**config.mk**
```make
export PLATFORM = sky130hd
export DESIGN_NAME = fetch_unit
export DESIGN_NICKNAME = d
export VERILOG_FILES = /design/src/rtl/fetch_unit.sv
export SDC_FILE = /design/constraint.sdc
export NUM_CORES = 1
export LEC_CHECK = 0
export CAP_MARGIN = 10
export CORE_MARGIN = 3
export CORE_UTILIZATION = 48
export CTS_CLUSTER_DIAMETER = 120
export CTS_CLUSTER_SIZE = 28
export DETAILED_ROUTE_END_ITERATION = 8
export DONT_BUFFER_PORTS = 1
export GPL_TIMING_DRIVEN = 1
export PLACE_DENSITY_LB_ADDON = 0.08
export SYNTH_ARGS = -nofsm -noshare
export SYNTH_HDL_FRONTEND = slang
export SYNTH_SLANG_ARGS = --single-unit
```
**constraint.sdc**
```tcl
create_clock -name clock -period 10.9 [get_ports clock]
set_input_delay 1.09 -clock clock [delete_from_list [all_inputs] [get_ports clock]]
set_output_delay 1.09 -clock clock [all_outputs]
set_load 0.05 [all_outputs]
```
**src/rtl/fetch_unit.sv**
```systemverilog
// ---------------------------------------------------------------------------
// fetch_unit
//
// Instruction fetch front end. It issues one instruction-memory read at a time
// and queues the returned words, each with its address, in a 2-entry FIFO
// that feeds decode. A flush discards every queued word. A flush that arrives
// while a read is in flight lets that read finish on the bus and then drops
// its data.
//
// Ports
//   clock        single clock; all state updates on the rising edge
//   reset        asynchronous, active-high
//   pc_in        current PC from the PC register
//   pc_load      one-cycle pulse telling the PC register to advance
//   flush        redirect taken; drop buffered and in-flight fetches
//   imem_req     instruction memory read request (held until imem_ack)
//   imem_addr    read address (held until imem_ack)
//   imem_ack     memory returns imem_rdata this cycle
//   imem_rdata   returned instruction word
//   instr        head instruction word
//   instr_pc     address of the head instruction
//   instr_valid  the FIFO holds at least one entry
//   instr_ready  decode accepts the head entry this cycle
//   misalign     pc_in is not word aligned, so no fetch can start
// ---------------------------------------------------------------------------
module fetch_unit (
  input  logic        clock,
  input  logic        reset,
  input  logic [63:0] pc_in,
  output logic        pc_load,
  input  logic        flush,
  output logic        imem_req,
  output logic [63:0] imem_addr,
  input  logic        imem_ack,
  input  logic [31:0] imem_rdata,
  output logic [31:0] instr,
  output logic [63:0] instr_pc,
  output logic        instr_valid,
  input  logic        instr_ready,
  output logic        misalign
);

  typedef enum logic [1:0] {IDLE, WAIT, DROP} state_t;

  state_t      state;
  logic [31:0] fifo_instr [2];
  logic [63:0] fifo_pc    [2];
  logic        rd_ptr;
  logic        wr_ptr;
  logic [1:0]  count;

  logic issue;
  logic push;
  logic pop;

  // A read starts only from IDLE. Because of that, a read can be in flight
  // only when the FIFO had room when the read began. Pops can only free
  // space, so a returning read never finds the FIFO full.
  assign issue = (state == IDLE) && (count < 2'd2) && !flush && (pc_in[1:0] == 2'b00);

  // Only a read that is still wanted deposits its data. A flush in the ack
  // cycle cancels the deposit and the PC advance together.
  assign push    = (state == WAIT) && imem_ack && !flush;
  assign pc_load = push;

  assign pop         = instr_valid && instr_ready;
  assign instr_valid = (count != 2'd0);
  assign instr       = fifo_instr[rd_ptr];
  assign instr_pc    = fifo_pc[rd_ptr];
  assign misalign    = (state == IDLE) && (pc_in[1:0] != 2'b00);

  // Request FSM. imem_req and imem_addr are registered and stay constant from
  // issue until the ack edge, so the memory sees one stable request.
  always_ff @(posedge clock or posedge reset) begin
    if (reset) begin
      state     <= IDLE;
      imem_req  <= 1'b0;
      imem_addr <= 64'd0;
    end else begin
      case (state)
        IDLE: begin
          if (issue) begin
            state     <= WAIT;
            imem_req  <= 1'b1;
            imem_addr <= pc_in;
          end
        end
        WAIT: begin
          if (imem_ack) begin
            state    <= IDLE;
            imem_req <= 1'b0;
          end else if (flush) begin
            state <= DROP;
          end
        end
        DROP: begin
          if (imem_ack) begin
            state    <= IDLE;
            imem_req <= 1'b0;
          end
        end
        default: begin
          state    <= IDLE;
          imem_req <= 1'b0;
        end
      endcase
    end
  end

  // Two-entry circular FIFO. With one entry queued, a push and a pop in the
  // same cycle write the free slot and advance the read side, so the order
  // of entries is kept. A flush overrides any pop in the same cycle.
  always_ff @(posedge clock or posedge reset) begin
    if (reset) begin
      rd_ptr <= 1'b0;
      wr_ptr <= 1'b0;
      count  <= 2'd0;
      for (int i = 0; i < 2; i++) begin
        fifo_instr[i] <= 32'd0;
        fifo_pc[i]    <= 64'd0;
      end
    end else if (flush) begin
      rd_ptr <= 1'b0;
      wr_ptr <= 1'b0;
      count  <= 2'd0;
    end else begin
      if (push) begin
        fifo_instr[wr_ptr] <= imem_rdata;
        fifo_pc[wr_ptr]    <= imem_addr;
        wr_ptr             <= ~wr_ptr;
      end
      if (pop) begin
        rd_ptr <= ~rd_ptr;
      end
      case ({push, pop})
        2'b10:   count <= count + 2'd1;
        2'b01:   count <= count - 2'd1;
        default: count <= count;
      endcase
    end
  end

endmodule

```
# Yosys cells after proc, flatten, opt, wreduce, memory -nomap -nowiden
# Cells that the tools add are included.
dict set report totals {
  regBits 263
  in_bits 101
  out_inout_bits 164
  word_cells 76
}
dict set report classes {
  n_addsub 2
  magnitude_cmp 4
  n_eq_ne 8
  n_mux 26
  bitwise 5
  reduce_logical 21
}
# operator n
set op_table {}
lappend op_table {{64-bit two-way mux} 4}
lappend op_table {{128-bit bitwise mux} 1}
lappend op_table {{32-bit two-way mux} 4}
lappend op_table {{64-bit bitwise mux} 1}
lappend op_table {{64-bit demux with 1-bit select} 1}
lappend op_table {{32-bit demux with 1-bit select} 1}
lappend op_table {{2-bit two-way mux} 5}
lappend op_table {{1-bit logical AND} 8}
lappend op_table {{2-bit nonzero test} 4}
lappend op_table {{1-bit two-way mux} 6}
lappend op_table {{2-bit one-hot mux with 3 select lines} 1}
lappend op_table {{2-bit AND reduction} 3}
lappend op_table {{2-bit by 1-bit == test with 1-bit output, second input constant} 2}
lappend op_table {{2-bit == test, second input constant} 2}
lappend op_table {{2-bit >= comparator, second input constant} 2}
lappend op_table {{2-bit zero test} 2}
lappend op_table {{2-bit != test, second input constant} 2}
lappend op_table {{1-bit NOT with 2-bit output} 2}
lappend op_table {{2-bit one-hot mux with 2 select lines} 1}
lappend op_table {{3-bit != test, second input constant} 1}
lappend op_table {{1-bit NOT} 3}
lappend op_table {{3-bit AND reduction} 1}
lappend op_table {{3-bit nonzero test} 1}
lappend op_table {{2-bit by 1-bit adder with 2-bit output, second input constant} 1}
lappend op_table {{7 further kinds} 7}

# Logic depth before layout (Yosys ltp)
# Gate-level depths: netlist of the first run.
dict set report depth {
  ltp_word 6
  depth_mapped 7
  ltp_nobuf 5
}

# Worst setup path before layout of the first run
# Ideal clock, no wire load.
dict set report synth_path {
  path_type {input to output}
  from {in pc_in[1]}
  to {out misalign}
  t_arrival_ns 1.763
  t_required_ns 9.810
  path_slack_ns 8.047
  path_stages 2
  path_buffers 0
  path_cell_list {nor2_1 -> nor2_1}
}
dict set report synth_via {
  elab_chain_cells 2
}
# item line
set synth_lines {}
lappend synth_lines {{start: declaration} 29} ;# input logic [63:0] pc_in,
lappend synth_lines {{2-bit nonzero test} 70} ;# assign misalign = (state == IDLE) && (pc_in[1:0] != 2'b00);
lappend synth_lines {{1-bit logical AND} 70}
lappend synth_lines {{end: declaration} 40} ;# output logic misalign
# Every way passes these cells.

# Worst setup path in the final report of the first run
dict set report layout_path {
  from {reg rd_ptr}
  to {out instr_pc[49]}
}
dict set report layout_via {
  elab_chain_cells 4
}
# item line
set layout_lines {}
lappend layout_lines {{start: declaration} 48} ;# logic rd_ptr;
lappend layout_lines {{start signal: assignment} 133} ;# rd_ptr <= ~rd_ptr;
lappend layout_lines {{1-bit NOT with 2-bit output (not written as such)} 69} ;# assign instr_pc = fifo_pc[rd_ptr];
lappend layout_lines {{64-bit two-way mux (not written as such) (3 in a row)} 69}
lappend layout_lines {{end: declaration} 37} ;# output logic [63:0] instr_pc,
# Every way passes these cells. The select of a mux whose other input is x is not followed.

==> summary.md, run 1 <==
| Metric | Value |
|---|---|
| Antenna-violating nets left | `0` |
| Chip Width | `between 150 and 200 µm` |
| DP Area | `0.0117 mm²` |
| Antenna Cells | `0` |
| Die height | `161 µm` |
| Die Area | `~0.026 mm²` |
| TritonCTS Buffers | `13` |
| Number of synthesis warnings | `0` |
| Root Driver | `clkbuf_16` |
| CTS Hold Buffers Added | `0` |
| Actual slew at the worst max-slew pin | `1.14 ns` |
| Fin Clk Skew | `approximately 0.023 ns` |
| Final TNS setup | `0 ns` |
| Status | `completed` |
| Worst path cell trace | `buf_4 > mux2_2` |
| Synth Register Bits | `approximately 260` |
| Mean Syn Cell Area | `16.4 µm²` |
| Fill count | `around 1900` |
| Clock-pin slew on the worst setup and hold paths | `0.11 ns` |
| Asr flop ratio synth | `100%` |
| Most frequent cells in the layout | `262 x dfrtp_1, 224 x mux2_2, 87 x mux2_4` |
| Largest net degree at the start of global routing | `about 130` |
| Via density | `between 5 and 6` |
| Max cap viols | `0` |
| Wire per inst | `around 23 µm` |
| Wirelength, routed | `between 20000 and 25000 µm` |
| IO Pins | `between 200 and 300` |
| CTS tree | `yes` |
| H-tree depth | `1` |
| Most frequently used flop master after synthesis | `dfrtp_1` |
| Max FO, Critical Path | `51` |
| Reg-to-reg endpoint | `fifo_pc[61]$_DFFE_PP0P_` |
| Share of layout cells above drive strength 1 | `approximately half` |
| CTS sink count | `between 200 and 300` |
| Post-synth EDFFs | `0` |
| Core area | `about 0.023 mm²` |
| Routability cong. | `approximately 0.77` |
| Post-Synthesis Cells | `698` |
| CP Launch Type | `flip-flop` |
| Worst Hold Path EP | `fifo_pc[64]$_DFFE_PP0P_` |
| DRC | `0` |
| Fmax | `about 260 MHz` |
| # setup viols final | `0` |
| Nets | `between 700 and 800` |
| Num rows | `55` |
| RSZ-0062 raised after global routing | `false` |
| R2r startpoint | `state[1]$_DFFE_PP0P_` |
| Post-Syn Area | `0.0115 mm²` |
| DR pass1 iterations | `4` |
| Hold Path Origin | `fifo_pc[64]$_DFFE_PP0P_` |
| Crit end category | `output port` |
| Synth area leader | `dfrtp_1` |
| Hold crit path type | `reg -> reg` |
| Worst slew margin | `a little under a quarter` |
| PortBufs | `0` |
| Finished Cell Area | `between 0.01 and 0.015 mm²` |
| Global-route wire length before repair | `between 30000 and 40000 µm` |
| Syn nets | `between 800 and 900` |
| Via count of the routed design | `~5600` |
| FF-to-FF path depth | `6` |
| FF-to-FF setup slack | `7.76 ns` |
| Hold Path Depth | `1` |
| Post-CTS setup buffers | `0` |
| Area delta synth->final | `4.60%` |
| Cell variety after synth | `31` |
| GRT Overall Usage | `17.3%` |
| Crit path launch | `rd_ptr$_DFFE_PP0P_` |
| Grt ovf | `0` |
| CP max stage delay | `around 0.92 ns` |
| Clk_lat worst skew | `0.48 ns` |
| Fin. Hold Viols | `0` |
| DP Wirelength | `15100 µm` |
| Setup Crit Path Kind | `reg -> out` |
| DRT iter0 DRCs | `~230` |
| Slowest-stage cell, CP | `dfrtp_4` |
| Commonest non-fill, non-tap cell in the layout | `dfrtp_1` |
| Period utilization | `about a third` |
| WP data required | `9.81 ns` |
| Initial antenna violation count | `1` |
| Synth top area cells | `dfrtp_1 57%, mux2_2 22%, mux2_4 11%` |
| Post-cts sizing count | `0` |
| Vias in the first global route | `about 6100` |
| Initial Util | `roughly half` |
| Fin. max-slew vios | `0` |
| Share of the synthesized area in the top cell type | `57.3%` |
| Sequential fraction of the synthesis area | `57.3%` |
| Worst EP arrival | `2.75 ns` |
| Clock period minus worst slack | `3.84 ns` |
| Clock buffer depth | `3` |
-- worst max-delay path by stage --
stage / endpoint / slack [ns] / cells after the start
6_report: instr_pc[49] / 7.06 / 2
5_1_grt: instr_pc[49] / 6.96 / 2
4_1_cts: instr_pc[36] / 7.06 / 2
3_5_place_dp: rd_ptr$_DFFE_PP0P_ / 7.25 / 3
3_3_place_gp: rd_ptr$_DFFE_PP0P_ / 7.39 / 3
2_1_floorplan: count[0]$_DFFE_PP0P_ / 2.57 / 1
-- flip-flops by register name, summed over array words and instances (netlist names) --
name        flops
fifo_pc       128
rd_ptr          1
fifo_instr     64
state           2
count           2
wr_ptr          1
imem_req        1
imem_addr      64
-- through the flow --
step / util, % / hold WS [ns] / setup WS (ns) / cells
after CTS: 52.1 / 0.497 / 7.06 / 994
after global placement: 50.6 / 0.463 / 7.39 / 979
after detailed placement: 50.6 / 0.472 / 7.25 / 979
final: 52.1 / 0.491 / 7.06 / 994
after floorplan: - / 0.454 / 2.57 / 698
after global routing: 52.1 / 0.508 / 6.96 / 994
-- metal layers --
layer	GRT usage, %	vias to the layer above	share of wire (%)
met2	27.6	179	47
met1	23.3	2903	42
met4	4.02	2	2.4
met3	5.47	26	8.1
met5	0	-	0.048
li1	-	2442	-
-- Yosys cell counts, drive strengths merged, types with 2 or more instances --
cell type    n
nand2        3
a21oi        3
dfrtp      263
and2         2
nand2b       3
xor2         2
inv          6
buf         32
o21ai        4
mux2       351
nor2b        2
ha           4
clkbuf       7
nor2         4
-- layout make-up --
| type | count | area [µm²] | area share [%] |
|---|---|---|---|
| inverter | 6 | 30.0 | 0.250 |
| sequential | 263 | 6590 | 54.9 |
| multi-input combinational | 390 | 4600 | 38.3 |
| clock inverter | 1 | 20.0 | 0.167 |
| clock buffer | 14 | 329 | 2.74 |
| tap | 313 | 392 | 3.26 |
| timing repair buffer | 7 | 52.6 | 0.438 |
-- critical path, delay by kind of cell (launching register included) --
kind	cells	cell delay (ns)
muxes	1	0.55
buffers and inverters	1	0.67
DFF	1	0.92
-- kinds of logic (layout without fill, tap and decap cells) --
group	after synthesis	in the layout	share of synthesized area [%]
muxes	352	352	37.4
DFF	263	263	57.3
buffers and inverters	45	28	2.71
and+or+nand+nor	18	18	1.12
AOI/OAI and AO/OA	14	14	0.861
adders and majority gates	4	4	0.436
xor gates and xnor gates	2	2	0.153
Power of run 1 is left out: the tool's default activity adds up to more than one toggle a clock period on the data nets, which glitch-free logic cannot reach.
==> inputs of run 2 (changes only) <==
--- a/config.mk
+++ b/config.mk
@@ -5,6 +5,7 @@
 export SDC_FILE = /design/constraint.sdc
 export NUM_CORES = 1
 export LEC_CHECK = 0
+export ABC_AREA = 1
 export CAP_MARGIN = 10
 export CORE_MARGIN = 3
 export CORE_UTILIZATION = 48
==> constraint.sdc (replaced) <==
create_clock -name clock -period 3.5 [get_ports clock]
set_input_delay 0.35 -clock clock [delete_from_list [all_inputs] [get_ports clock]]
set_output_delay 0.35 -clock clock [all_outputs]
set_load 0.05 [all_outputs]
==> summary.md, run 2 <==
| Metric | Value |
|---|---|
| Biggest regs | `fifo_pc (128), fifo_instr (64), imem_addr (64) (unchanged)` |
| Post-synth EDFFs | `0 (unchanged)` |
| Root Driver | `clkbuf_16 (unchanged)` |
| FF-to-FF path depth | `8 (was 6)` |
| Commonest non-fill, non-tap cell in the layout | `nand2_1 (was dfrtp_1)` |
| Synth Area in XOR/XNOR | `0% (was 0.153%)` |
| Fin Clk Skew | `0.0250 ns (was 0.0225 ns)` |
| Worst path cell trace | `buf_4 > nand2_1 > nand2_1 (was buf_4 > mux2_2)` |
| Gate power share | `a little under two fifths` |
| Max cap viols | `0 (unchanged)` |
| Period utilization | `about four fifths` |
| Die Area | `0.0249 mm² (was 0.0258 mm²)` |
| Syn nets | `1398 (was 803)` |
| H-tree depth | `1 (unchanged)` |
| DR pass1 iterations | `5 (was 4)` |
| Fill count | `2119 (was 1864)` |
| # setup viols final | `0 (unchanged)` |
| Critical path capture point | `instr_pc[60] (was instr_pc[49])` |
| Clock power share | `12.4%` |
| Area delta synth->final | `10.7% (was 4.60%)` |
| Setup Crit Path Kind | `reg -> out (unchanged)` |
| DRT iter0 DRCs | `578 (was 226)` |
| Synth area leader | `dfrtp_1 (unchanged)` |
| Global-route wire length before repair | `41500 µm (was 36200 µm)` |
| Sequential fraction of the synthesis area | `59.5% (was 57.3%)` |
| Wirelength, routed | `25500 µm (was 22700 µm)` |
| Via density | `4.97 (was 5.59)` |
| Switching Share | `54.0%` |
| Hold Path Depth | `2 (was 1)` |
| CTS sink count | `263 (unchanged)` |
| Mean Syn Cell Area | `8.55 µm² (was 16.4 µm²)` |
| CTS tree | `yes (unchanged)` |
| Most frequent cells in the layout | `559 x nand2_1, 262 x dfrtp_1, 183 x o21ai_1 (was 262 x dfrtp_1, 224 x mux2_2, 87 x mux2_4)` |
| Status | `completed (unchanged)` |
| GRT Overall Usage | `20.4% (was 17.3%)` |
| Worst EP arrival | `2.48 ns (was 2.75 ns)` |
| Final setup margin | `0.669 ns (was 7.06 ns)` |
| Power Dens Cells | `approximately 1100 mW/mm²` |
| CP max stage delay | `0.77 ns (was 0.92 ns)` |
| R2r startpoint | `state[1]$_DFFE_PP0P_ (unchanged)` |
| Psw | `around 7100 µW` |
| TritonCTS Buffers | `13 (unchanged)` |
| Post-cts sizing count | `0 (unchanged)` |
| Largest net degree at the start of global routing | `117 (was 132)` |
| Hold Path Origin | `imem_rdata[22] (was fifo_pc[64]$_DFFE_PP0P_)` |
| Nets | `1427 (was 786)` |
| Vias in the first global route | `7721 (was 6068)` |
| Post-Syn Area | `0.0111 mm² (was 0.0115 mm²)` |
| Asr flop ratio synth | `100% (unchanged)` |
| Finished Core Util | `55.1% (was 52.1%)` |
| Multi-input gate area | `0.00359 mm² (was 0.00460 mm²)` |
| Fmax | `roughly 350 MHz` |
| Hold crit path type | `in -> reg (was reg -> reg)` |
| Register Area | `0.00659 mm² (unchanged)` |
| Antenna-violating nets left | `0 (unchanged)` |
| Post-Synthesis Cells | `1293 (was 698)` |
| Sequential fraction of design power | `49.2%` |
| Clock period minus worst slack | `2.83 ns` |
| Adder-cell share of the synthesized area | `0.452% (was 0.436%)` |
| Cell variety after synth | `19 (was 31)` |
| Max FO, Critical Path | `77 (was 51)` |
| Chip Width | `158 µm (was 161 µm)` |
| Clock-pin slew on the worst setup and hold paths | `0.11 ns (about the same)` |
| CP Launch Type | `flip-flop (unchanged)` |
| Most frequent CP cell | `nand2_1` |
| Initial antenna violation count | `1 (unchanged)` |
| Reg-to-reg endpoint | `fifo_instr[18]$_DFFE_PP0P_ (was fifo_pc[61]$_DFFE_PP0P_)` |
| Die height | `158 µm (was 161 µm)` |
| Initial Util | `49.8% (about the same)` |
| FF-to-FF setup slack | `1.01 ns (was 7.76 ns)` |
| DRC | `0 (unchanged)` |
| Dpl ws | `0.994 ns (was 7.25 ns)` |
| Slowest-stage cell, CP | `buf_4 (was dfrtp_4)` |
| Max reg flops | `128 (unchanged)` |
| Clk_lat worst skew | `0.48 ns (about the same)` |
| Grt ovf | `0 (unchanged)` |
| Num rows | `54 (was 55)` |
| Worst slew margin | `36.9% (was 23.8%)` |
| Largest reg by FF count | `fifo_pc (unchanged)` |
| Post-synthesis mux area share | `0% (was 37.4%)` |
| Top cells by instance count after synthesis | `559 x nand2_1, 263 x dfrtp_1, 183 x o21ai_1, 107 x inv_1, 74 x o21ai_0 (was 263 x dfrtp_1, 224 x mux2_2, 87 x mux2_4, 40 x mux2_1, 16 x buf_6)` |
| Worst vdd ir | `693 µV` |
| Actual slew at the worst max-slew pin | `0.946 ns (was 1.14 ns)` |
| Fin. max-slew vios | `0 (unchanged)` |
| Crit path launch | `rd_ptr$_DFFE_PP0P_ (unchanged)` |
| Core area | `0.0222 mm² (was 0.0231 mm²)` |
| IO Pins | `265 (unchanged)` |
| Simple-gate share of the synthesized area | `20.0% (was 1.12%)` |
| Routability cong. | `0.740 (was 0.767)` |
| Via count of the routed design | `7970 (was 5552)` |
| DP Wirelength | `15900 µm (was 15100 µm)` |
| Share of the synthesized area in the top cell type | `59.5% (was 57.3%)` |
| Leakage power | `~0.006 µW` |
| Number of synthesis warnings | `0 (unchanged)` |
| Share of layout cells above drive strength 1 | `2.72% (was 50.2%)` |
| Internal | `6080 µW` |
| PortBufs | `0 (unchanged)` |
| WP data required | `3.15 ns (was 9.81 ns)` |
| Crit end category | `output port (unchanged)` |
| Most common cell in the netlist | `nand2_1 (was dfrtp_1)` |
| Most frequently used flop master after synthesis | `dfrtp_1 (unchanged)` |
| Synth top area cells | `dfrtp_1 60%, nand2_1 19%, o21ai_1 8.3% (was dfrtp_1 57%, mux2_2 22%, mux2_4 11%)` |
| Clock buffer depth | `3 (unchanged)` |
| Wire per inst | `15.9 µm (was 22.8 µm)` |
| Fin. Hold Viols | `0 (unchanged)` |
| Synth Register Bits | `263 (unchanged)` |
| RSZ-0062 raised after global routing | `false (unchanged)` |
| Synth Area in Compound Gates | `11.7% (was 0.861%)` |
| Main combinational cell family by area after synthesis | `simple AND/OR/NAND/NOR gates (was multiplexers)` |
## run 2: changes by cell type in the layout (fill, tap and decap cells not counted), moves of 78 or more
cell,before,now
nand2_1,0,559
dlygate4sd3_1,0,78
mux2_2,224,0
mux2_4,87,0
o21ai_1,0,183
inv_1,5,106
## run 2: layout make-up
class / instances / area share (%)
Clock inverter: 1 / 0.164
Sequential cell: 263 / 53.8
Timing Repair Buffer: 90 / 7.73
Inverter: 110 / 3.42
Multi-Input combinational cell: 844 / 29.3
Tap cell: 280 / 2.86
Antenna cell: 1 / 0.0204
Clock buffer: 14 / 2.69
## run 2: metrics by stage
| step | TNS (ns) | instance area [µm²] | cells | total power [µW] | hold slack, ns |
|---|---|---|---|---|---|
| after CTS | 0 | 12200 | 1601 | 13400 | 0.000267 |
| after detailed placement | 0 | 11100 | 1509 | 11600 | 0.274 |
| after floorplan | -84.04 | 11100 | 1293 | 10800 | 0.453 |
| after global placement | 0 | 11100 | 1509 | 11500 | 0.270 |
| final | 0 | 12200 | 1603 | 13200 | 0.0202 |
| after global routing | 0 | 12200 | 1602 | 14100 | 0.00131 |
## run 2: power groups by stage
stage	Clock, µW	Combinational, µW	Sequential, µW
3_3_place_gp	0	4990	6550
3_5_place_dp	0	5070	6570
4_1_cts	1730	5140	6510
2_1_floorplan	0	4420	6330
6_report	1640	5080	6500
5_1_grt	1830	5630	6680
## run 2: how the worst min path moves through the flow
stage / endpoint
floorplan: fifo_instr[62]$_DFFE_PP0P_
global placement: fifo_instr[57]$_DFFE_PP0P_
detailed placement: fifo_instr[57]$_DFFE_PP0P_
CTS: fifo_instr[14]$_DFFE_PP0P_
global route: fifo_instr[46]$_DFFE_PP0P_
finish: fifo_instr[54]$_DFFE_PP0P_
## run 2: what timing repair did
item | 4_1_cts | 5_1_grt
setup buffers | 0 | 0
endpoints found under the hold margin | 99 | 1
setup endpoints to repair | 0 | 0
hold buffers | 77 | 1
## run 2: metal layers
layer	wire length (µm)	global-route usage, %	vias up	share of wire [%]
li1	-	-	4065	-
met1	11400	28.7	3688	45
met2	11700	32.2	190	46
met3	1930	5.77	25	7.6
met4	390	3.97	2	1.5
met5	8	0	-	0.031
## run 2: cell families (layout without fill, tap and decap cells)
family          after synthesis  count (layout)
simple gates                581             581
buf+inv                     186             215
fa+ha+maj                     4               4
other cells                   0               1
compound gates              259             259
flops                       263             263
## run 2: critical path: cells and delay by family, from the launching register on
| kind | cells | cell delay [ns] |
|---|---|---|
| buffers and inverters | 1 | 0.77 |
| flip-flops | 1 | 0.60 |
| AND/OR/NAND/NOR | 2 | 0.57 |
No activity file was read; power rests on OpenSTA's default activity.
==> inputs of run 3 (changes only) <==
--- a/config.mk
+++ b/config.mk
@@ -5,7 +5,7 @@
 export SDC_FILE = /design/constraint.sdc
 export NUM_CORES = 1
 export LEC_CHECK = 0
-export ABC_AREA = 1
+export ABC_AREA = 0
 export CAP_MARGIN = 10
 export CORE_MARGIN = 3
 export CORE_UTILIZATION = 48
==> constraint.sdc (replaced) <==
create_clock -name clock -period 2.78 [get_ports clock]
set_input_delay 0.278 -clock clock [delete_from_list [all_inputs] [get_ports clock]]
set_output_delay 0.278 -clock clock [all_outputs]
set_load 0.05 [all_outputs]
==> summary.md, run 3 (synthesized netlist as in run 1, its figures left out) <==
| Metric | Value |
|---|---|
| Wire per inst | `21.3 µm (was 15.9 µm)` |
| RSZ-0062 raised after global routing | `false (unchanged)` |
| FF-to-FF setup slack | `0.61 ns (was 1.01 ns)` |
| Nets | `886 (was 1427)` |
| Chip Width | `161 µm (was 158 µm)` |
| DR pass1 iterations | `4 (was 5)` |
| Antenna Cells | `0 (was 1)` |
| DP Wirelength | `15000 µm (was 15900 µm)` |
| Antenna-violating nets left | `0 (unchanged)` |
| CTS sink count | `263 (unchanged)` |
| Initial antenna violation count | `0 (was 1)` |
| FF-to-FF path depth | `6 (was 8)` |
| Routability cong. | `0.728 (was 0.740)` |
| Final Non-Filler Cells | `1094 (was 1603)` |
| TritonCTS Buffers | `13 (unchanged)` |
| Reg-to-reg endpoint | `fifo_instr[16]$_DFFE_PP0P_ (was fifo_instr[18]$_DFFE_PP0P_)` |
| DRC | `0 (unchanged)` |
| Final setup margin | `0.532 ns (was 0.669 ns)` |
| Root Driver | `clkbuf_16 (unchanged)` |
| Crit path launch | `rd_ptr$_DFFE_PP0P_ (unchanged)` |
| Via density | `5.45 (was 4.97)` |
| Fin. Hold Viols | `0 (unchanged)` |
| Fin Clk Skew | `0.0180 ns (was 0.0250 ns)` |
| Setup Crit Path Kind | `reg -> out (unchanged)` |
| Initial Util | `49.8% (about the same)` |
| Share of layout cells above drive strength 1 | `44.2% (was 2.72%)` |
| Max FO, Critical Path | `97 (was 77)` |
| PortBufs | `0 (unchanged)` |
| Most frequent cells in the layout | `262 x dfrtp_1, 224 x mux2_2, 97 x dlygate4sd3_1 (was 559 x nand2_1, 262 x dfrtp_1, 183 x o21ai_1)` |
| Worst EP arrival | `1.97 ns (was 2.48 ns)` |
| # setup viols final | `0 (unchanged)` |
| GRT Overall Usage | `17.9% (was 20.4%)` |
| Placed instance count | `982 (was 1509)` |
| H-tree depth | `1 (unchanged)` |
| Clk_lat worst skew | `0.48 ns (about the same)` |
| R2r startpoint | `state[1]$_DFFE_PP0P_ (unchanged)` |
| Via count of the routed design | `5967 (was 7970)` |
| DRT iter0 DRCs | `222 (was 578)` |
| Core area | `0.0231 mm² (was 0.0222 mm²)` |
| Max reg flops | `128 (unchanged)` |
| Die height | `161 µm (was 158 µm)` |
| CP max stage delay | `0.54 ns (was 0.77 ns)` |
| Clock period minus worst slack | `between 2 and 2.5 ns` |
| Hold Path Depth | `2 (unchanged)` |
| IO Pins | `265 (unchanged)` |
| Vias in the first global route | `6611 (was 7721)` |
| Actual slew at the worst max-slew pin | `0.717 ns (was 0.946 ns)` |
| CP Launch Type | `flip-flop (unchanged)` |
| CTS tree | `yes (unchanged)` |
| Multi-input gate area | `0.00460 mm² (was 0.00359 mm²)` |
| Grt ovf | `0 (unchanged)` |
| WP data required | `2.50 ns (was 3.15 ns)` |
| Largest net degree at the start of global routing | `135 (was 117)` |
| CP bufs+invs | `1 (unchanged)` |
| Critical Path Stages | `2 (was 3)` |
| Biggest regs | `fifo_pc (128), fifo_instr (64), imem_addr (64) (unchanged)` |
| Fmax | `about 440 MHz` |
| Worst path cell trace | `buf_12 > mux2_2 (was buf_4 > nand2_1 > nand2_1)` |
| Die Area | `0.0258 mm² (was 0.0249 mm²)` |
| Register Area | `0.00659 mm² (unchanged)` |
| Num rows | `55 (was 54)` |
| Worst slew margin | `52.2% (was 36.9%)` |
| Period utilization | `just over 80%` |
| Hold crit path type | `in -> reg (unchanged)` |
| Clock-pin slew on the worst setup and hold paths | `0.11 ns (about the same)` |
| Dpl ws | `0.613 ns (was 0.994 ns)` |
| Slowest-stage cell, CP | `mux2_2 (was buf_4)` |
| Clock buffer depth | `3 (unchanged)` |
| Finished Core Util | `56.7% (was 55.1%)` |
| Wirelength, routed | `23300 µm (was 25500 µm)` |
| Fill count | `1806 (was 2119)` |
| Commonest non-fill, non-tap cell in the layout | `dfrtp_1 (was nand2_1)` |
| Largest reg by FF count | `fifo_pc (unchanged)` |
| Area delta synth->final | `14.0% (was 10.7%)` |
| Global-route wire length before repair | `37400 µm (was 41500 µm)` |
| Max cap viols | `0 (unchanged)` |
| Crit-path leading delay family | `multiplexers (was buffers and inverters)` |
| Fin. max-slew vios | `0 (unchanged)` |
| Status | `completed (unchanged)` |
| Crit end category | `output port (unchanged)` |
| Critical path capture point | `instr_pc[17] (was instr_pc[60])` |
[run 3: how the worst min path moves through the flow]
stage,startpoint,to,slack [ns]
floorplan,imem_ack,state[1]$_DFFE_PP0P_,0.39
global placement,flush,wr_ptr$_DFFE_PP0P_,0.35
detailed placement,flush,wr_ptr$_DFFE_PP0P_,0.35
CTS,pc_in[0],state[1]$_DFFE_PP0P_,0.02
global route,pc_in[0],state[1]$_DFFE_PP0P_,0.05
finish,pc_in[0],state[1]$_DFFE_PP0P_,0.04
[run 3: metrics by stage]
step	TNS (ns)	hold slack (ns)	instance area, µm²
floorplan	-254.46	0.392	11500
global placement	0	0.350	11800
detailed placement	0	0.352	11800
CTS	0	0.0220	13100
global route	0	0.0517	13100
finish	0	0.0432	13100
[run 3: routing by layer]
metal / routed length [µm] / global-route usage [%] / up-vias
met4: 712 / 5.21 / 0
met3: 1760 / 5.21 / 33
li1: - / - / 2637
met5: 0 / 0 / -
met2: 11200 / 29.4 / 195
met1: 9630 / 23.3 / 3102
[run 3: worst register-to-register path, stage by stage, from the launching register on]
cell	delay, ns
dfrtp_1	0.42
inv_1	0.13
ha_1	0.26
and3b_2	0.43
nand2_4	0.19
buf_4	0.28
mux2_4	0.34
[run 3: cell type report]
cell class | count | area share [%]
Clock buffer | 14 | 2.52
Clock inverter | 1 | 0.153
Inverter | 6 | 0.201
Multi-Input combinational cell | 390 | 35.1
Sequential cell | 263 | 50.3
Tap cell | 313 | 2.99
Timing Repair Buffer | 107 | 8.66
[run 3: what timing repair did]
item | CTS | global route
gates resized for setup | 0 | 0
setup endpoints to repair | 0 | 0
hold buffers | 97 | 0
endpoints found under the hold margin | 394 | 0
setup buffers | 0 | 0
Power of run 3 is left out for the same reason.
